File: src/rtl/joy_poll_scheduler_pkg.sv
// Shared definitions for the joystick poll scheduler: FSM states, frame
// field positions and direction flag bit indices.
package joy_poll_scheduler_pkg;

    typedef enum logic [2:0] {
        IDLE    = 3'd0,
        REQ     = 3'd1,
        XFER    = 3'd2,
        CAPTURE = 3'd3,
        RELEASE = 3'd4
    } pollState_t;

    localparam int FRAME_W  = 40;
    localparam int AXIS_W   = 10;
    localparam int BTN_W    = 3;
    localparam int DIR_W    = 4;

    localparam int X_LO_MSB = 39;
    localparam int X_LO_LSB = 32;
    localparam int X_HI_MSB = 25;
    localparam int X_HI_LSB = 24;
    localparam int Y_LO_MSB = 23;
    localparam int Y_LO_LSB = 16;
    localparam int Y_HI_MSB = 9;
    localparam int Y_HI_LSB = 8;
    localparam int BTN_MSB  = 2;
    localparam int BTN_LSB  = 0;

    // Direction vector is ordered {UP, DOWN, LEFT, RIGHT}
    localparam int DIR_UP    = 3;
    localparam int DIR_DOWN  = 2;
    localparam int DIR_LEFT  = 1;
    localparam int DIR_RIGHT = 0;

endpackage

File: src/rtl/joy_frame_decode.sv
// Combinational field extraction from the raw SPI frame plus threshold
// classification of the currently latched X/Y position.
module joy_frame_decode
    import joy_poll_scheduler_pkg::*;
#(
    parameter int LO_TH = 300,
    parameter int HI_TH = 700
) (
    input  logic [FRAME_W-1:0] frame,
    input  logic [AXIS_W-1:0]  xLatched,
    input  logic [AXIS_W-1:0]  yLatched,
    output logic [AXIS_W-1:0]  xNew,
    output logic [AXIS_W-1:0]  yNew,
    output logic [BTN_W-1:0]   btnNew,
    output logic [DIR_W-1:0]   dirFlags
);

    localparam logic [AXIS_W-1:0] LO_LIMIT = AXIS_W'(LO_TH);
    localparam logic [AXIS_W-1:0] HI_LIMIT = AXIS_W'(HI_TH);

    // Frame bytes that carry no joystick information
    logic unusedFrameBits;
    assign unusedFrameBits = ^{frame[31:26], frame[15:10], frame[7:3]};

    assign xNew   = {frame[X_HI_MSB:X_HI_LSB], frame[X_LO_MSB:X_LO_LSB]};
    assign yNew   = {frame[Y_HI_MSB:Y_HI_LSB], frame[Y_LO_MSB:Y_LO_LSB]};
    assign btnNew = frame[BTN_MSB:BTN_LSB];

    always_comb begin
        dirFlags            = '0;
        dirFlags[DIR_UP]    = (yLatched > HI_LIMIT);
        dirFlags[DIR_DOWN]  = (yLatched < LO_LIMIT);
        dirFlags[DIR_LEFT]  = (xLatched < LO_LIMIT);
        dirFlags[DIR_RIGHT] = (xLatched > HI_LIMIT);
    end

endmodule

File: src/rtl/joy_poll_scheduler.sv
// Periodically requests a joystick frame from the SPI read controller,
// supervises the transfer and publishes the decoded position and buttons.
module joy_poll_scheduler
    import joy_poll_scheduler_pkg::*;
#(
    parameter int POLL_DIV = 1000000,
    parameter int TIMEOUT  = 200000,
    parameter int LO_TH    = 300,
    parameter int HI_TH    = 700
) (
    input  logic               clk,
    input  logic               rst_n,
    input  logic               en,
    input  logic               ss,
    input  logic [FRAME_W-1:0] din,
    output logic               snd_rec,
    output logic [AXIS_W-1:0]  x,
    output logic [AXIS_W-1:0]  y,
    output logic [BTN_W-1:0]   btn,
    output logic [DIR_W-1:0]   dir,
    output logic [BTN_W-1:0]   btn_press,
    output logic               valid,
    output logic               timeout_err,
    output logic               poll_busy
);

    localparam int PW = (POLL_DIV > 1) ? $clog2(POLL_DIV) : 1;
    localparam int TW = (TIMEOUT > 1) ? $clog2(TIMEOUT) : 1;
    localparam logic [PW-1:0] POLL_LAST = PW'(POLL_DIV - 1);
    localparam logic [TW-1:0] TO_LAST   = TW'(TIMEOUT - 1);
    localparam logic [AXIS_W-1:0] AXIS_MID = AXIS_W'(512);

    pollState_t       state;
    logic [PW-1:0]    pollCnt;
    logic [TW-1:0]    toCnt;
    logic             relCnt;
    logic             pollTick;
    logic [AXIS_W-1:0] xNew;
    logic [AXIS_W-1:0] yNew;
    logic [BTN_W-1:0]  btnNew;
    logic [DIR_W-1:0]  dirFlags;

    joy_frame_decode #(
        .LO_TH (LO_TH),
        .HI_TH (HI_TH)
    ) frameDecode (
        .frame    (din),
        .xLatched (x),
        .yLatched (y),
        .xNew     (xNew),
        .yNew     (yNew),
        .btnNew   (btnNew),
        .dirFlags (dirFlags)
    );

    assign pollTick = en && (pollCnt == POLL_LAST);

    always_ff @(posedge clk or negedge rst_n) begin
        if (!rst_n) begin
            pollCnt <= '0;
        end else if (!en || pollTick) begin
            pollCnt <= '0;
        end else begin
            pollCnt <= pollCnt + PW'(1);
        end
    end

    // Ticks seen outside IDLE, or while the read controller is still busy, are dropped
    always_ff @(posedge clk or negedge rst_n) begin
        if (!rst_n) begin
            state       <= IDLE;
            toCnt       <= '0;
            relCnt      <= 1'b0;
            snd_rec     <= 1'b0;
            x           <= AXIS_MID;
            y           <= AXIS_MID;
            btn         <= '0;
            dir         <= '0;
            btn_press   <= '0;
            valid       <= 1'b0;
            timeout_err <= 1'b0;
            poll_busy   <= 1'b0;
        end else begin
            valid       <= 1'b0;
            timeout_err <= 1'b0;
            btn_press   <= '0;
            dir         <= dirFlags;
            case (state)
                IDLE: begin
                    if (pollTick && ss) begin
                        state     <= REQ;
                        toCnt     <= '0;
                        snd_rec   <= 1'b1;
                        poll_busy <= 1'b1;
                    end
                end
                REQ, XFER: begin
                    if (toCnt == TO_LAST) begin
                        state       <= RELEASE;
                        relCnt      <= 1'b0;
                        snd_rec     <= 1'b0;
                        timeout_err <= 1'b1;
                    end else begin
                        toCnt <= toCnt + TW'(1);
                        if (state == REQ && !ss) begin
                            state <= XFER;
                        end else if (state == XFER && ss) begin
                            state     <= CAPTURE;
                            x         <= xNew;
                            y         <= yNew;
                            btn       <= btnNew;
                            btn_press <= btnNew & ~btn;
                            valid     <= 1'b1;
                        end
                    end
                end
                CAPTURE: begin
                    state   <= RELEASE;
                    relCnt  <= 1'b0;
                    snd_rec <= 1'b0;
                end
                RELEASE: begin
                    if (relCnt) begin
                        state     <= IDLE;
                        poll_busy <= 1'b0;
                    end else begin
                        relCnt <= 1'b1;
                    end
                end
                default: begin
                    state     <= IDLE;
                    snd_rec   <= 1'b0;
                    poll_busy <= 1'b0;
                end
            endcase
        end
    end

endmodule
File: config.mk
export PLATFORM = sky130hd
export DESIGN_NAME = joy_poll_scheduler
export DESIGN_NICKNAME = d
export VERILOG_FILES = /design/src/rtl/joy_poll_scheduler_pkg.sv /design/src/rtl/joy_frame_decode.sv /design/src/rtl/joy_poll_scheduler.sv
export SDC_FILE = /design/constraint.sdc
export NUM_CORES = 1
export LEC_CHECK = 0
export CAP_MARGIN = 20
export CORE_UTILIZATION = 30
export CTS_CLUSTER_DIAMETER = 50
export DETAILED_ROUTE_END_ITERATION = 10
export PLACE_DENSITY = 0.5
export SYNTH_ARGS = -nofsm -noshare
export SYNTH_HDL_FRONTEND = slang
export SYNTH_SLANG_ARGS = --single-unit
File: constraint.sdc
create_clock -name clk -period 3.15 [get_ports clk]
set_input_delay 0.945 -clock clk [delete_from_list [all_inputs] [get_ports clk]]
set_output_delay 0.945 -clock clk [all_outputs]
set_load 0.02 [all_outputs]
* Word-level counts from Yosys, hierarchy flattened *
Index checks and enable logic that the tools add are counted.

cells by class
  multiplexer cells = 26
  bitwise operators = 6
  magnitude comparators = 4
  reductions and logical operators = 18
  $add $sub $neg = 2
  equal/unequal tests = 11

operators by type and width
  cell                     count
  $mux W18                 2
  $pmux W18 S2             1
  $mux W3                  9
  $add A20 B1 Y20 const B  1
  $eq A20 B20 Y1 const B   1
  $gt A10 B10 Y1 const B   2
  $lt A10 B9 Y1 const B    2
  $mux W20                 1
  $add A18 B1 Y18 const B  1
  $eq A18 B18 Y1 const B   1
  $pmux W3 S4              1
  $reduce_and A3 Y1        4
  $mux W1                  9
  $pmux W1 S3              3
  $ne A2 B2 Y1 const B     4
  $eq A3 B2 Y1 const B     2
  $logic_and A1 B1 Y1      4
  $ne A4 B4 Y1 const B     1
  $not A1 Y1               4
  $reduce_and A4 Y1        1
  $and A3 B3 Y3            1
  $eq A3 B1 Y1 const B     1
  $eq A3 B3 Y1 const B     1
  $logic_not A3 Y1         1
  8 further kinds          9

word-level totals
  input port bits = 44
  word-level logic and storage cells = 80
  output and inout port bits = 34
  bits in registers = 76

* Depth between registers and ports, before layout *
Gate-level depths: netlist of the first run.

  depth in word-level cells = 6
  depth in mapped cells = 8
  mapped depth without buffers = 6

* Modules after synthesis *
Synthesis of the first run repeated with hierarchy kept, for this count alone.

second synthesis, totals
  cells, all modules = 345
  area, all modules = 3698.5 µm²

modules (own cells, without submodules)
  module              instances  cells each  area each (µm²)  sequential area each (µm²)
  joy_poll_scheduler  1          306         3418.3           1904.3
  joy_frame_decode    1          39          280.3            0.0

* Least setup slack after synthesis of the first run *
OpenSTA, ideal clock, no wires.

  path type = reg-to-reg
  start point = register toCnt[15]
  end point = register x[0]
  path buffers = 2
  library setup time = 125 ps
  cell stages (with the launch flop) = 8
  data required time = 3025 ps
  arrival time = 2156 ps
  clock period less this slack = 2281 ps
  slack = 869 ps
  cells stage by stage = dfrtp_1 -> or4bb_1 -> nor4b_4 -> a21oi_2 -> and3_1 -> buf_6 -> buf_12 -> mux2_4

on the way
  word-level cells in the longest chain between the ends = 3

ends and longest elaborated chain
  item                                RTL line                   source
  start: declaration                  joy_poll_scheduler.sv:35   logic [TW-1:0] toCnt;
  start signal: assignment            joy_poll_scheduler.sv:104  toCnt <= toCnt + TW'(1);
  $eq A18 B18 Y1                      joy_poll_scheduler.sv:98   if (toCnt == TO_LAST) begin
  $not A1 Y1 (no source line)         n/a
  $reduce_and A4 Y1 (no source line)  n/a
  end signal: assignment              joy_poll_scheduler.sv:109  x <= xNew;
  end: declaration                    joy_poll_scheduler.sv:17   output logic [AXIS_W-1:0] x,

Every way passes these cells.
A chain may end at the register's enable or synchronous reset.

* Final worst setup path of the first run *
  start point = input ss
  end point = register toCnt[2]

on the way
  word-level cells in the longest chain between the ends = 3

ends and longest elaborated chain
  item                                RTL line                  source
  start: declaration                  joy_poll_scheduler.sv:14  input logic ss,
  $logic_and A1 B1 Y1                 joy_poll_scheduler.sv:90  if (pollTick && ss) begin
  $ne A2 B2 Y1 (no source line)       n/a
  $reduce_and A3 Y1 (no source line)  n/a

Every way passes these cells.

==> impl_metrics.ini, run 1 <==
[global_routing]
grt_usage = 0.137
grt_pass1_wl_um = 13500
grt_pass1_vias = 2656
gr-total-overflow = 0
antenna_found_initial = 0
grt_max_degree = 77

[finish]
final_cells = 544
final_util = 0.408
num-fill-cells = 1158
mostFrequentLayoutCell = dfrtp_1
nNetsFinal = 442
antennaDiodeCount = 0
drive_above_1_share = 0.140
final_cell_mix = dfrtp_1, clkdlybuf4s50_1, nor2_1
areaGrowthSynthToFinish_pct = 30.0

[die]
dieArea_um2 = 12600
rows = 39
core_um2 = 11600
die_height_um = 112
die_w_um = 112
start_util = 0.314
ios = 78

[clock_network]
htreeDepth = 3
cts_resized = 0
clkSinkCount = 76
worst_skew_pair.late_latency_ns = 0.33
cts_buffers = 9
clk_pin_slew_ns = 0.06
cts_root_buf = clkbuf_16
post-cts-setup-buffers = 0
cts_hold_buf = 0
cts_tree = done
cts.path.max_buffers = 2

[synthesis]
ys_seq_elements = 76
yosys.area.top_type_share = 0.508
synthFlopType = dfrtp_1
synthesis.nets = 374
synth.avg_cell_area_um2 = 11.1
synth_cells = 328
yosysWarningCount = 0
synth_area_um2 = 3640
synth_area_leaders = dfrtp_1, mux2_4, and3_1
yosysTopAreaCell = dfrtp_1
async_reset_ff_frac = 1.00
seq_area_frac_synth = 0.523
synth_cell_types = 46
synth_edf_count = 0

[worst_setup_path]
cp-startpoint = ss
slowest_stage = clkdlybuf4s50_1
critPathMaxFanout = 12
cp_top_family = simple AND/OR/NAND/NOR gates
cp_cell_sequence = clkdlybuf4s50_1 -> nor2b_1 -> and3_1 -> nand3_1 -> and2_1 -> a221o_1
worstPathArrival_ns = 2.77
cp.depth = 6
crit_type = in2reg
critPathCapture = toCnt[2]$_DFFE_PN0P_
r2r_setup_slack_ns = 0.75
required_ns = 3.37
worst_setup_path_end_kind = flop
start_kind = input port
timing.rr.end = y[6]$_DFFE_PN0P_
path_buf_inv = 1
crit-reg2reg-launch = toCnt[14]$_DFFE_PN0P_
rr_worst_depth = 6
cp_slowest_stage_delay_ns = 0.51

[timing]
finClkSkew_ns = 0.00526
tightest_slew_ns = 0.603
period_share = 0.811
timing.slew.headroom = 0.595
timing_hold_violations_final = 0
rsz0062_at_grt = no
max_freq_ghz = 0.391
min_period_ns = 2.56
setup_violations = 0
setup_tns_ns = 0
drv_slew = 0

[power_and_ir_drop]
peakVddDrop_uv = 316
p_total_w = 0.00392
leakage_nw = 2.12
power.density_nw_per_um2 = 829

[drt]
vias = 2693
drc = 0
drtPass1Iterations = 4
wirelength_um = 8100
drtAntennaViolNets = 0
detail_route.iter0.violations = 94
routed_via_density = 4.95
avgRoutedWirePerCell_um = 14.9

[flow_run]
cap_viol_max_count = 0

[place]
placed_cells_incl_taps = 527
finalWeightedCongestion = 0.756
io_buffers = 60
hpwlAfterDp_um = 5530

[status]
status = finished, final reports clean

[worst_hold_path]
min_path_type = in2async
## sequential cells by signal, indices dropped and copies added, names as in the netlist
name and count:
pollCnt 20, btn 3, relCnt 1, btn_press 3
x 10, toCnt 18, valid 1, y 10
snd_rec 1, state 3, poll_busy 1, dir 4
timeout_err 1
## logic make-up (layout without fill, tap and decap cells)
group                      count (synthesis)  in the layout  synth area share
and+or+nand+nor                          148            148             0.220
DFF                                       76             76             0.523
AOI/OAI and AO/OA                         48             48            0.0972
muxes                                     23             23            0.0876
xor gates and xnor gates                  18             18            0.0433
buffers and inverters                     13             86            0.0227
adders and majority gates                  2              2           0.00687
## metal layers
metal,GRT usage,up-vias,part of all wire
met5,0,-,0
met4,0.0507,0,0.020
met3,0.0356,11,0.023
met2,0.216,21,0.48
met1,0.181,1322,0.48
li1,-,1339,-
## Yosys cell counts, types with 3 or more instances
master / number
mux2_2: 7
xor2_1: 6
and2_1: 5
nor4_1: 3
nor2_1: 31
a21oi_1: 8
a31oi_1: 7
and3b_1: 3
mux2_4: 16
xnor2_1: 12
and3_1: 19
nand4_1: 9
nor3b_1: 3
nand2b_1: 3
nor3_1: 18
nand3_1: 15
dfrtp_1: 74
a211o_1: 12
clkbuf_1: 5
nand2_1: 25
o21ai_0: 4
a21o_1: 5
inv_1: 3
nor2b_1: 5
## layout make-up
cell class	count	area [µm²]	share of cell area
clock buffers	10	239	0.0505
clock inverters	6	63.8	0.0135
inverters	3	11.3	0.00238
multi-input cells	239	1660	0.350
flip-flops and latches	76	1900	0.402
well taps	143	179	0.0378
repair buffers	67	683	0.144
## worst register-to-register path, cell delays in order (launching register included)
cell	delay, ns
dfrtp_1	0.44
or4bb_1	0.58
nor4b_4	0.44
a21oi_2	0.10
and3_1	0.23
buf_12	0.18
mux2_4	0.33
## worst min-delay path by stage
stage	startpoint	endpoint	depth (start not counted)
floorplan	toCnt[17]$_DFFE_PN0P_	toCnt[17]$_DFFE_PN0P_	1
global route	rst_n	x[2]$_DFFE_PN0P_	1
finish	rst_n	x[2]$_DFFE_PN0P_	1
global placement	toCnt[17]$_DFFE_PN0P_	toCnt[17]$_DFFE_PN0P_	1
CTS	toCnt[17]$_DFFE_PN0P_	toCnt[17]$_DFFE_PN0P_	1
detailed placement	toCnt[17]$_DFFE_PN0P_	toCnt[17]$_DFFE_PN0P_	1
## stage by stage
step	cell area [µm²]	setup WS (ns)	hold slack (ns)
after floorplan	3640	0.869	0.429
after global placement	4410	0.268	0.458
after detailed placement	4410	0.201	0.458
after CTS	4710	0.564	0.467
after global routing	4740	0.434	0.411
final	4740	0.595	0.420
## power by group
part	switching [W]	total [W]	internal, W
sequential	0.000238	0.00147	0.00123
combinational	0.000693	0.00143	0.000735
clock	0.000396	0.00103	0.000633
total	0.00133	0.00392	0.00260
No activity file was read; power rests on OpenSTA's default activity.
==> inputs of run 2 (changes only) <==
==> constraint.sdc (replaced) <==
create_clock -name clk -period 2.6 [get_ports clk]
set_input_delay 0.78 -clock clk [delete_from_list [all_inputs] [get_ports clk]]
set_output_delay 0.78 -clock clk [all_outputs]
set_load 0.02 [all_outputs]
==> run 2 against run 1 <==
Effect of this change: routed wire length increased by 3.5%; sequential power increased by 21%; setup slack got worse by 0.37 ns; sequential cell count unchanged; total power increased by 22%; worst hold slack got worse by 0.082 ns; non-clock buffer count increased by 11; via count increased by 2.5%; combinational power increased by 24%; clock skew increased by 0.0032 ns.
==> impl_metrics.ini, run 2 (synthesized netlist as in run 1, its figures left out) <==
[timing]
drv_slew = 0
timing_hold_violations_final = 0
setup_tns_ns = 0
max_freq_ghz = 0.420
timing.slew.headroom = 0.563
rsz0062_at_grt = no
tightest_slew_ns = 0.650
setup_violations = 0
min_period_ns = 2.38
period_share = 0.915
finClkSkew_ns = 0.00842

[clock_network]
cts_resized = 0
cts_buffers = 9
htreeDepth = 3
worst_skew_pair.late_latency_ns = 0.33
cts_hold_buf = 0
post-cts-setup-buffers = 0
clkSinkCount = 76
cts_tree = done
cts.path.max_buffers = 2
cts_root_buf = clkbuf_16
clk_pin_slew_ns = 0.06

[power_and_ir_drop]
power.density_nw_per_um2 = 999
p_int_w = 0.00319
power_frac_seq = 0.371
clockPowerShare = 0.260
p_comb_frac = 0.369
p_sw_w = 0.00161
peakVddDrop_uv = 328
swShare = 0.336
leakage_nw = 2.17
p_total_w = 0.00480

[die]
die_height_um = 112
rows = 39
ios = 78
die_w_um = 112
core_um2 = 11600
start_util = 0.314
dieArea_um2 = 12600

[worst_setup_path]
r2r_setup_slack_ns = 0.22
required_ns = 2.81
cp_cell_sequence = or4bb_1 -> nor4b_4 -> a21oi_2 -> and3_1 -> buf_12 -> mux2_4
slowest_stage = or4bb_1
timing.rr.end = y[5]$_DFFE_PN0P_
start_kind = flop
cp.depth = 6
crit-reg2reg-launch = toCnt[14]$_DFFE_PN0P_
worstPathArrival_ns = 2.59
path_buf_inv = 1
cp_top_family = simple AND/OR/NAND/NOR gates
worst_setup_path_end_kind = flop
critPathMaxFanout = 27
rr_worst_depth = 6
cp_slowest_stage_delay_ns = 0.57
crit_type = reg2reg

[finish]
areaGrowthSynthToFinish_pct = 31.9
mostFrequentLayoutCell = dfrtp_1
antennaDiodeCount = 0
top_register = pollCnt
nNetsFinal = 453
largest_reg_flops = 20
num-fill-cells = 1140
final_cells = 555
final_cell_mix = dfrtp_1, clkdlybuf4s50_1, nor2_1
final_util = 0.414
drive_above_1_share = 0.158
top_regs = pollCnt x20, toCnt x18

[place]
placed_cells_incl_taps = 539
hpwlAfterDp_um = 6020
io_buffers = 60
finalWeightedCongestion = 0.789

[drt]
routed_via_density = 4.97
avgRoutedWirePerCell_um = 15.1
drtPass1Iterations = 4
drc = 0
drtAntennaViolNets = 0
wirelength_um = 8380
vias = 2759
detail_route.iter0.violations = 89

[global_routing]
gr-total-overflow = 0
grt_pass1_wl_um = 14200
grt_pass1_vias = 2763
grt_max_degree = 38
antenna_found_initial = 0
grt_usage = 0.144

[worst_hold_path]
min_path_type = in2async

[flow_run]
cap_viol_max_count = 0

[status]
status = finished, final reports clean
-- run 2: how the worst max path moves through the flow --
stage	startpoint	to	slack, ns
2_1_floorplan	toCnt[15]$_DFFE_PN0P_	x[0]$_DFFE_PN0P_	0.32
3_3_place_gp	ss	toCnt[5]$_DFFE_PN0P_	0.05
3_5_place_dp	ss	toCnt[3]$_DFFE_PN0P_	0.04
4_1_cts	toCnt[14]$_DFFE_PN0P_	y[5]$_DFFE_PN0P_	0.21
5_1_grt	toCnt[14]$_DFFE_PN0P_	y[5]$_DFFE_PN0P_	0.12
6_report	toCnt[14]$_DFFE_PN0P_	y[5]$_DFFE_PN0P_	0.22
-- run 2: layout make-up --
type,instances,area [µm²],share of cell area
inverter,3,11.3,0.00234
tap,143,179,0.0372
multi-input combinational,239,1660,0.345
clock inverter,4,48.8,0.0102
clock buffer,12,246,0.0513
sequential,76,1900,0.396
timing repair buffer,78,758,0.158
-- run 2: per-stage QoR --
step | hold WS (ns) | setup slack, ns | area [µm²]
after floorplan | 0.429 | 0.319 | 3640
after global placement | 0.460 | 0.0504 | 4510
final | 0.338 | 0.221 | 4800
after CTS | 0.337 | 0.212 | 4800
after detailed placement | 0.468 | 0.0354 | 4510
after global routing | 0.345 | 0.122 | 4800
-- run 2: power by group through the flow --
| stage | clock network [W] | registers [W] | logic, W |
|---|---|---|---|
| 3_3_place_gp | 0 | 0.00179 | 0.00178 |
| 4_1_cts | 0.00129 | 0.00178 | 0.00180 |
| 5_1_grt | 0.00134 | 0.00183 | 0.00190 |
| 6_report | 0.00125 | 0.00178 | 0.00177 |
| 3_5_place_dp | 0 | 0.00180 | 0.00179 |
| 2_1_floorplan | 0 | 0.00198 | 0.000809 |
-- run 2: layer usage --
metal,global-route usage,part of all wire,vias to the layer above
met4,0.0400,0.011,0
met2,0.234,0.49,20
li1,-,-,1355
met1,0.189,0.48,1376
met5,0,0,-
met3,0.0378,0.024,8
-- run 2: worst register-to-register path, delay by kind of cell, from the launching register on --
family                 cells  cell delay [ns]
and+or+nand+nor            3             1.22
buffers and inverters      1             0.18
DFF                        1             0.43
muxes                      1             0.32
AOI/OAI and AO/OA          1             0.11
